[config.mk]
export PLATFORM = sky130hd
export DESIGN_NAME = exec_stage
export DESIGN_NICKNAME = d
export VERILOG_FILES = /design/src/rtl/exec_stage.sv
export SDC_FILE = /design/constraint.sdc
export NUM_CORES = 1
export LEC_CHECK = 0
export ABC_AREA = 1
export BUFFER_PORTS_ARGS = -buffer_cell sky130_fd_sc_hd__buf_4
export CAP_MARGIN = 20
export CORE_UTILIZATION = 30
export CTS_CLUSTER_SIZE = 14
export DETAILED_ROUTE_END_ITERATION = 10
export SKIP_CTS_REPAIR_TIMING = 1
export SYNTH_ARGS = -nofsm -noshare
export SYNTH_HDL_FRONTEND = slang
export SYNTH_SLANG_ARGS = --single-unit
[constraint.sdc]
create_clock -name clk -period 11.97 [get_ports clk]
set_input_delay 3.591 -clock clk [delete_from_list [all_inputs] [get_ports clk]]
set_output_delay 3.591 -clock clk [all_outputs]
set_load 0.005 [all_outputs]
[src/rtl/exec_stage.sv]
// rtl/exec_stage.sv - HybridCore execute stage: ALU, divider, memory/stack, branch, NZCV
module exec_stage #(
    parameter int DATA_W    = 16,
    parameter int ADDR_W    = 16,
    parameter int REG_IDX_W = 5,
    parameter logic [ADDR_W-1:0] SP_INIT = 16'hFFFF
) (
    input  logic                 clk,
    input  logic                 reset,
    input  logic                 in_valid,
    output logic                 in_ready,
    input  logic [4:0]           in_op,
    input  logic [DATA_W-1:0]    in_a,
    input  logic [DATA_W-1:0]    in_b,
    input  logic [REG_IDX_W-1:0] in_dst,
    input  logic [3:0]           in_cond,
    input  logic [ADDR_W-1:0]    in_pc,
    output logic                 out_valid,
    input  logic                 out_ready,
    output logic [DATA_W-1:0]    out_result,
    output logic [REG_IDX_W-1:0] out_dst,
    output logic                 out_wb_en,
    output logic [3:0]           flags,
    output logic [ADDR_W-1:0]    sp,
    output logic                 branch_en,
    output logic [ADDR_W-1:0]    branch_target,
    output logic                 mem_req,
    output logic                 mem_we,
    output logic [ADDR_W-1:0]    mem_addr,
    output logic [DATA_W-1:0]    mem_wdata,
    input  logic [DATA_W-1:0]    mem_rdata,
    input  logic                 mem_ack
);
    localparam int SH_W = $clog2(DATA_W);
    localparam int MSB  = DATA_W - 1;

    localparam logic [4:0] OP_ADD = 5'b00000, OP_SUB = 5'b00001, OP_MUL = 5'b00010,
                           OP_DIV = 5'b00011, OP_AND = 5'b00100, OP_NAND = 5'b00101,
                           OP_OR  = 5'b00110, OP_NOR = 5'b00111, OP_XOR = 5'b01000,
                           OP_XNOR = 5'b01001, OP_SHL = 5'b01010, OP_SHR = 5'b01011,
                           OP_ROL = 5'b01100, OP_ROR = 5'b01101, OP_ASR = 5'b01110,
                           OP_CMP = 5'b01111, OP_MOV = 5'b10000, OP_LOAD = 5'b10010,
                           OP_STORE = 5'b10011, OP_MSR = 5'b10100, OP_MRS = 5'b10101,
                           OP_PUSH = 5'b10110, OP_POP = 5'b10111, OP_B = 5'b11000,
                           OP_CALL = 5'b11010, OP_RET = 5'b11011;

    typedef enum logic [1:0] {S_IDLE, S_DIV, S_MEM, S_DONE} state_t;
    state_t state_q, state_d;

    logic [4:0]           op_q;
    logic [DATA_W-1:0]    result_q;
    logic [REG_IDX_W-1:0] dst_q;
    logic                 wb_q;
    logic [3:0]           flags_q;
    logic [ADDR_W-1:0]    sp_q;
    logic                 branch_q;
    logic [ADDR_W-1:0]    target_q;
    logic [ADDR_W-1:0]    mem_addr_q;
    logic                 mem_we_q;
    logic [DATA_W-1:0]    mem_wdata_q;
    logic [DATA_W-1:0]    rem_q, quo_q, divisor_q;
    logic [SH_W-1:0]      div_cnt_q;
    logic                 div_zero_q;

    logic accept, is_div, is_mem;
    logic [SH_W-1:0]     sh;
    logic [DATA_W:0]     sum, diff, shl_ext, shr_ext, asr_ext;
    logic [2*DATA_W-1:0] prod;
    logic [DATA_W-1:0]   alu_res;
    logic                alu_c, alu_v;
    logic [3:0]          alu_flags;
    logic [DATA_W:0]     div_shift, div_diff;
    logic                div_ge;
    logic [DATA_W-1:0]   div_quo_n, pc_ret, mrs_res;
    logic [ADDR_W-1:0]   sp_dec, sp_inc;

    function automatic logic cond_ok(input logic [3:0] c, input logic [3:0] f);
        logic n, z, cf, v;
        {n, z, cf, v} = f;
        case (c)
            4'h0: cond_ok = 1'b1;
            4'h1: cond_ok = z;
            4'h2: cond_ok = !z;
            4'h3: cond_ok = cf;
            4'h4: cond_ok = !cf;
            4'h5: cond_ok = n;
            4'h6: cond_ok = !n;
            4'h7: cond_ok = v;
            4'h8: cond_ok = !v;
            4'h9: cond_ok = cf && !z;
            4'hA: cond_ok = !cf || z;
            4'hB: cond_ok = (n == v);
            4'hC: cond_ok = (n != v);
            4'hD: cond_ok = !z && (n == v);
            4'hE: cond_ok = z || (n != v);
            default: cond_ok = 1'b0;
        endcase
    endfunction

    always_comb begin
        is_div = (in_op == OP_DIV);
        is_mem = (in_op == OP_LOAD) || (in_op == OP_STORE) || (in_op == OP_PUSH) ||
                 (in_op == OP_POP) || (in_op == OP_CALL) || (in_op == OP_RET);
        accept = in_valid && in_ready;
        sp_dec = sp_q - ADDR_W'(1);
        sp_inc = sp_q + ADDR_W'(1);
        pc_ret = '0;
        pc_ret[ADDR_W-1:0] = in_pc + ADDR_W'(1);
        mrs_res = '0;
        mrs_res[3:0] = flags_q;
    end

    // Shift carries come from one extra bit carried alongside the operand.
    always_comb begin
        alu_res = '0;
        alu_c   = 1'b0;
        alu_v   = 1'b0;
        sh      = in_b[SH_W-1:0];
        sum     = {1'b0, in_a} + {1'b0, in_b};
        diff    = {1'b0, in_a} - {1'b0, in_b};
        prod    = {{DATA_W{1'b0}}, in_a} * {{DATA_W{1'b0}}, in_b};
        shl_ext = {1'b0, in_a} << sh;
        shr_ext = {in_a, 1'b0} >> sh;
        asr_ext = $unsigned($signed({in_a, 1'b0}) >>> sh);
        case (in_op)
            OP_ADD: begin
                alu_res = sum[MSB:0];
                alu_c   = sum[DATA_W];
                alu_v   = (in_a[MSB] == in_b[MSB]) && (sum[MSB] != in_a[MSB]);
            end
            OP_SUB, OP_CMP: begin
                alu_res = diff[MSB:0];
                alu_c   = !diff[DATA_W];
                alu_v   = (in_a[MSB] != in_b[MSB]) && (diff[MSB] != in_a[MSB]);
            end
            OP_MUL: begin
                alu_res = prod[MSB:0];
                alu_v   = |prod[2*DATA_W-1:DATA_W];
            end
            OP_AND:  alu_res = in_a & in_b;
            OP_NAND: alu_res = ~(in_a & in_b);
            OP_OR:   alu_res = in_a | in_b;
            OP_NOR:  alu_res = ~(in_a | in_b);
            OP_XOR:  alu_res = in_a ^ in_b;
            OP_XNOR: alu_res = ~(in_a ^ in_b);
            OP_SHL: begin
                alu_res = shl_ext[MSB:0];
                alu_c   = shl_ext[DATA_W];
            end
            OP_SHR: begin
                alu_res = shr_ext[DATA_W:1];
                alu_c   = shr_ext[0];
            end
            OP_ASR: begin
                alu_res = asr_ext[DATA_W:1];
                alu_c   = asr_ext[0];
            end
            OP_ROL: begin
                alu_res = (in_a << sh) | (in_a >> (DATA_W - int'(sh)));
                alu_c   = (sh != '0) && alu_res[0];
            end
            OP_ROR: begin
                alu_res = (in_a >> sh) | (in_a << (DATA_W - int'(sh)));
                alu_c   = (sh != '0) && alu_res[MSB];
            end
            default: ;
        endcase
        alu_flags = {alu_res[MSB], alu_res == '0, alu_c, alu_v};
    end

    // Partial remainder stays below 2*divisor, so the borrow bit is the compare result.
    always_comb begin
        div_shift = {rem_q, quo_q[MSB]};
        div_diff  = div_shift - {1'b0, divisor_q};
        div_ge    = !div_diff[DATA_W];
        div_quo_n = {quo_q[MSB-1:0], div_ge};
    end

    always_ff @(posedge clk or posedge reset) begin
        if (reset) state_q <= S_IDLE;
        else       state_q <= state_d;
    end

    always_comb begin
        state_d   = state_q;
        in_ready  = (state_q == S_IDLE) && !reset;
        out_valid = (state_q == S_DONE);
        mem_req   = (state_q == S_MEM);
        case (state_q)
            S_IDLE: if (accept) state_d = is_div ? S_DIV : (is_mem ? S_MEM : S_DONE);
            S_DIV:  if (div_cnt_q == '0) state_d = S_DONE;
            S_MEM:  if (mem_ack) state_d = S_DONE;
            S_DONE: if (out_ready) state_d = S_IDLE;
            default: state_d = S_IDLE;
        endcase
    end

    always_ff @(posedge clk or posedge reset) begin
        if (reset) begin
            op_q <= '0; result_q <= '0; dst_q <= '0; wb_q <= 1'b0;
            flags_q <= '0; sp_q <= SP_INIT; branch_q <= 1'b0; target_q <= '0;
            mem_addr_q <= '0; mem_we_q <= 1'b0; mem_wdata_q <= '0;
            rem_q <= '0; quo_q <= '0; divisor_q <= '0; div_cnt_q <= '0; div_zero_q <= 1'b0;
        end else begin
            case (state_q)
                S_IDLE: if (accept) begin
                    op_q        <= in_op;
                    dst_q       <= in_dst;
                    result_q    <= '0;
                    wb_q        <= 1'b0;
                    branch_q    <= 1'b0;
                    target_q    <= in_a[ADDR_W-1:0];
                    mem_we_q    <= 1'b0;
                    mem_wdata_q <= in_b;
                    mem_addr_q  <= in_b[ADDR_W-1:0];
                    if (!in_op[4] && !is_div) begin
                        result_q <= alu_res;
                        flags_q  <= alu_flags;
                        wb_q     <= (in_op != OP_CMP);
                    end
                    case (in_op)
                        OP_DIV: begin
                            rem_q      <= '0;
                            quo_q      <= in_a;
                            divisor_q  <= in_b;
                            div_cnt_q  <= SH_W'(DATA_W - 1);
                            div_zero_q <= (in_b == '0);
                            wb_q       <= 1'b1;
                        end
                        OP_MOV:   begin result_q <= in_b; wb_q <= 1'b1; end
                        OP_LOAD:  wb_q <= 1'b1;
                        OP_STORE: begin mem_addr_q <= in_a[ADDR_W-1:0]; mem_we_q <= 1'b1; end
                        OP_MSR:   flags_q <= in_b[3:0];
                        OP_MRS:   begin result_q <= mrs_res; wb_q <= 1'b1; end
                        OP_PUSH:  begin mem_addr_q <= sp_dec; mem_we_q <= 1'b1; end
                        OP_POP:   begin mem_addr_q <= sp_q; wb_q <= 1'b1; end
                        OP_B:     branch_q <= cond_ok(in_cond, flags_q);
                        OP_CALL: begin
                            mem_addr_q  <= sp_dec;
                            mem_we_q    <= 1'b1;
                            mem_wdata_q <= pc_ret;
                            branch_q    <= 1'b1;
                        end
                        OP_RET:   mem_addr_q <= sp_q;
                        default: ;
                    endcase
                end
                S_DIV: begin
                    rem_q     <= div_ge ? div_diff[MSB:0] : div_shift[MSB:0];
                    quo_q     <= div_quo_n;
                    div_cnt_q <= div_cnt_q - SH_W'(1);
                    if (div_cnt_q == '0) begin
                        result_q <= div_quo_n;
                        flags_q  <= {div_quo_n[MSB], div_quo_n == '0, 1'b0, div_zero_q};
                    end
                end
                S_MEM: if (mem_ack) begin
                    if (!mem_we_q) result_q <= mem_rdata;
                    case (op_q)
                        OP_PUSH, OP_CALL: sp_q <= sp_dec;
                        OP_POP:           sp_q <= sp_inc;
                        OP_RET: begin
                            sp_q     <= sp_inc;
                            branch_q <= 1'b1;
                            target_q <= mem_rdata[ADDR_W-1:0];
                        end
                        default: ;
                    endcase
                end
                // Clearing on every DONE edge makes branch_en a single-cycle pulse.
                S_DONE: branch_q <= 1'b0;
                default: ;
            endcase
        end
    end

    assign out_result    = result_q;
    assign out_dst       = dst_q;
    assign out_wb_en     = out_valid && wb_q;
    assign flags         = flags_q;
    assign sp            = sp_q;
    assign branch_en     = out_valid && branch_q;
    assign branch_target = target_q;
    assign mem_we        = mem_req && mem_we_q;
    assign mem_addr      = mem_addr_q;
    assign mem_wdata     = mem_wdata_q;
endmodule

==> out/qor.yml <==
r2r-end: "div_cnt_q[3]"
syn_area_per_cell_um2: 6.492
startpoint_type: "input port"
place_inst: 4842
firstDrtPassIters: 7
slowest_stage: "fa_1"
grt.total_usage_pct: 24.22
report.final.slew_viol_count: 0
crit_arrival_ns: 9.87
reg2reg_depth: 12
dp_hpwl_mm: 77.02
power.leakage_nw: 14.16
synthTopCellsByCount: "1152 x nand2_1, 576 x inv_1, 357 x nand3_1"
hold_path_startpoint: "mem_wdata[7]"
max_stage_delay_ns: 0.50
critical_path.top_delay_family: "adder cells"
fin_nets: 4260
viasPerCell: 5.271
syn-num-nets: 4221
fin_setup_tns_ns: 0
cpMostUsedCell: "fa_1"
overflow: 0
yosysSeqAreaShare_pct: 15.65
finalHoldViolations: 0
area_growth_pct: 10.56
cts_sinks: 152
start_util_pct: 30.33
synth_edf_count: 0
grt_pass1_wl_mm: 153.3
cp_max_fo: 20
cts.reportedPaths.clkPinSlew_ns: 0.07
synthFlopType: "dfrtp_1"
worstSetupEndpointType: "flop"
ys_ff_latch: 152
worst_pin_slew_ns: 1.006
post-route-min-period_ns: 9.531
die_x_um: 287.4
synth.largest_area_cell: "nand2_1"
synthArstFlopShare_pct: 100.0
hold_end: "mem_wdata[7]"
fin_skew_ns: 0.01260
crit_required_ns: 12.31
hold_path_class: "reg -> reg"
ys.warnings.count: 0
remaining_drc_errors: 0
grt_max_degree: 83
drt_iter0_markers: 2725
cap_viol_max_count: 0
vias: 25700
antenna_found_initial: 0
cts_made_buffers: 17
antennaDiodeCount: 0
core_area_um2: 80550
wl_mm: 100.7
grtUsageMet3_pct: 4.738
synth_area_leaders: "nand2_1 18%, fa_1 16%, dfrtp_1 14%, ha_1 9.1%, inv_1 8.9%"
htreeDepth: 4
yosys.cell_types.count: 60
cts-root-buf: "clkbuf_16"
vdd_drop_max_v: 0.0002588
cts_tree: "yes"
grt_pass1_vias: 24470
r2r_start: "state_q[1]"
routedWlPerCell_um: 20.66
status: "completed"
port-buffer-count: 177
use_met2_pct: 36.50
clock_latency_ns: 0.46
drive_gt1_share_pct: 7.942
hold_depth: 2
rsz0062_at_grt: "no"
fp.dieH_um: 287.4
stdcell_count: 4875
rrSetupSlack_ns: 8.10
ioPinCount: 178
fmax_mhz: 104.9
synth.most_common_cell: "nand2_1"
fin_crit_sh_pct: 79.62
yosysTopAreaCellShare_pct: 17.70
gp_routability_congestion: 1.057
fillers: 8839
die-area_um2: 82580
clockBufferDepth: 2
num_rows: 104
ant_nets: 0
slew_headroom_pct: 32.70
synth_cells: 3763
worstSetupPathType: "in -> reg"
grt.busiest_layer: "met2"
gr-usage-met1_pct: 34.43
power_density_nw_per_um2: 241.4
syn_area_um2: 24430
cp.buffers_inverters: 6
setup_violations: 0
final cells by class:
type | count | area, um2 | area share (%)
Sequential cell | 152 | 3824 | 14.16
Clock inverter | 15 | 157.7 | 0.5837
Tap cell | 1060 | 1326 | 4.910
Multi-Input combinational cell | 2843 | 17550 | 64.96
Clock buffer | 17 | 425.4 | 1.575
Timing Repair Buffer | 199 | 1511 | 5.596
Inverter | 589 | 2220 | 8.218
cell families after synthesis:
logic type / after synthesis / share of synthesized area (%)
fa+ha+maj: 375 / 25.26
buf+inv: 768 / 12.54
simple gates: 1895 / 32.36
xor+xnor: 54 / 1.936
flops: 152 / 15.65
mux: 2 / 0.08707
compound gates: 517 / 12.16
cells in the final DEF (no fill, tap or decap), types with 12 or more instances in the layout:
master,synthesis,layout
o21ai_0,191,191
o21ai_1,19,19
nor3_1,29,29
inv_1,576,575
o211ai_1,36,36
a21oi_1,150,150
o221ai_1,12,12
nor2_1,266,266
buf_4,8,197
xnor2_1,13,13
xor2_1,41,41
fa_1,197,197
a31oi_1,39,39
nand2_2,14,15
nand3_1,357,357
nand4_1,31,31
nand2_1,1152,1151
clkbuf_16,0,17
dfstp_2,16,16
ha_1,178,178
o22ai_1,17,17
dfrtp_1,136,136
tightest hold or removal path, stage by stage (launching register included):
cell and delay, ns:
dfrtp_1 0.34, nand2_1 0.05, nand2_1 0.05
flip-flops by register name, summed over array words and instances (netlist names), 2 cells and up:
name,flops
div_cnt_q,4
op_q,5
state_q,2
out_dst,5
mem_wdata,16
branch_target,16
mem_addr,16
out_result,16
flags,4
divisor_q,16
rem_q,16
quo_q,16
sp,16
per-layer routing:
layer / vias to the layer above / wire [um] / share of wire, %
met2: 1225 / 43620 / 43
li1: 12000 / - / -
met3: 181 / 9630 / 9.6
met1: 12290 / 44090 / 44
met5: - / 0 / 0
met4: 0 / 3389 / 3.4
per-stage QoR:
step           setup slack, ns  instance area, um2  power [W]  hold WS (ns)  util, %
2_1_floorplan            2.429               24430   0.004398        0.4529        -
3_3_place_gp             2.076               26390   0.005895        0.4650    32.77
3_5_place_dp             2.080               26400   0.005882        0.4666    32.77
4_1_cts                  2.565               26980   0.006478        0.4852    33.50
5_1_grt                  2.157               27010   0.007225        0.4981    33.53
6_report                 2.439               27010   0.006520        0.4827    33.53
power breakdown:
part / internal (W) / leakage [nW] / total (W) / switching (W)
logic: 0.00178 / 12.1 / 0.00501 / 0.00323
registers: 0.000756 / 1.79 / 0.000946 / 0.000191
clock network: 0.000295 / 0.275 / 0.000559 / 0.000264
worst max-delay path by stage:
stage / startpoint / to / slack, ns / cells past startpoint
2_1_floorplan: in_b[3] / flags[0] / 2.43 / 33
3_3_place_gp: in_b[6] / out_result[14] / 2.08 / 26
3_5_place_dp: in_b[6] / out_result[14] / 2.08 / 26
4_1_cts: in_b[6] / out_result[14] / 2.56 / 26
5_1_grt: in_b[2] / out_result[15] / 2.16 / 25
6_report: in_b[6] / out_result[14] / 2.44 / 26
(Power assumes the default switching activity.)
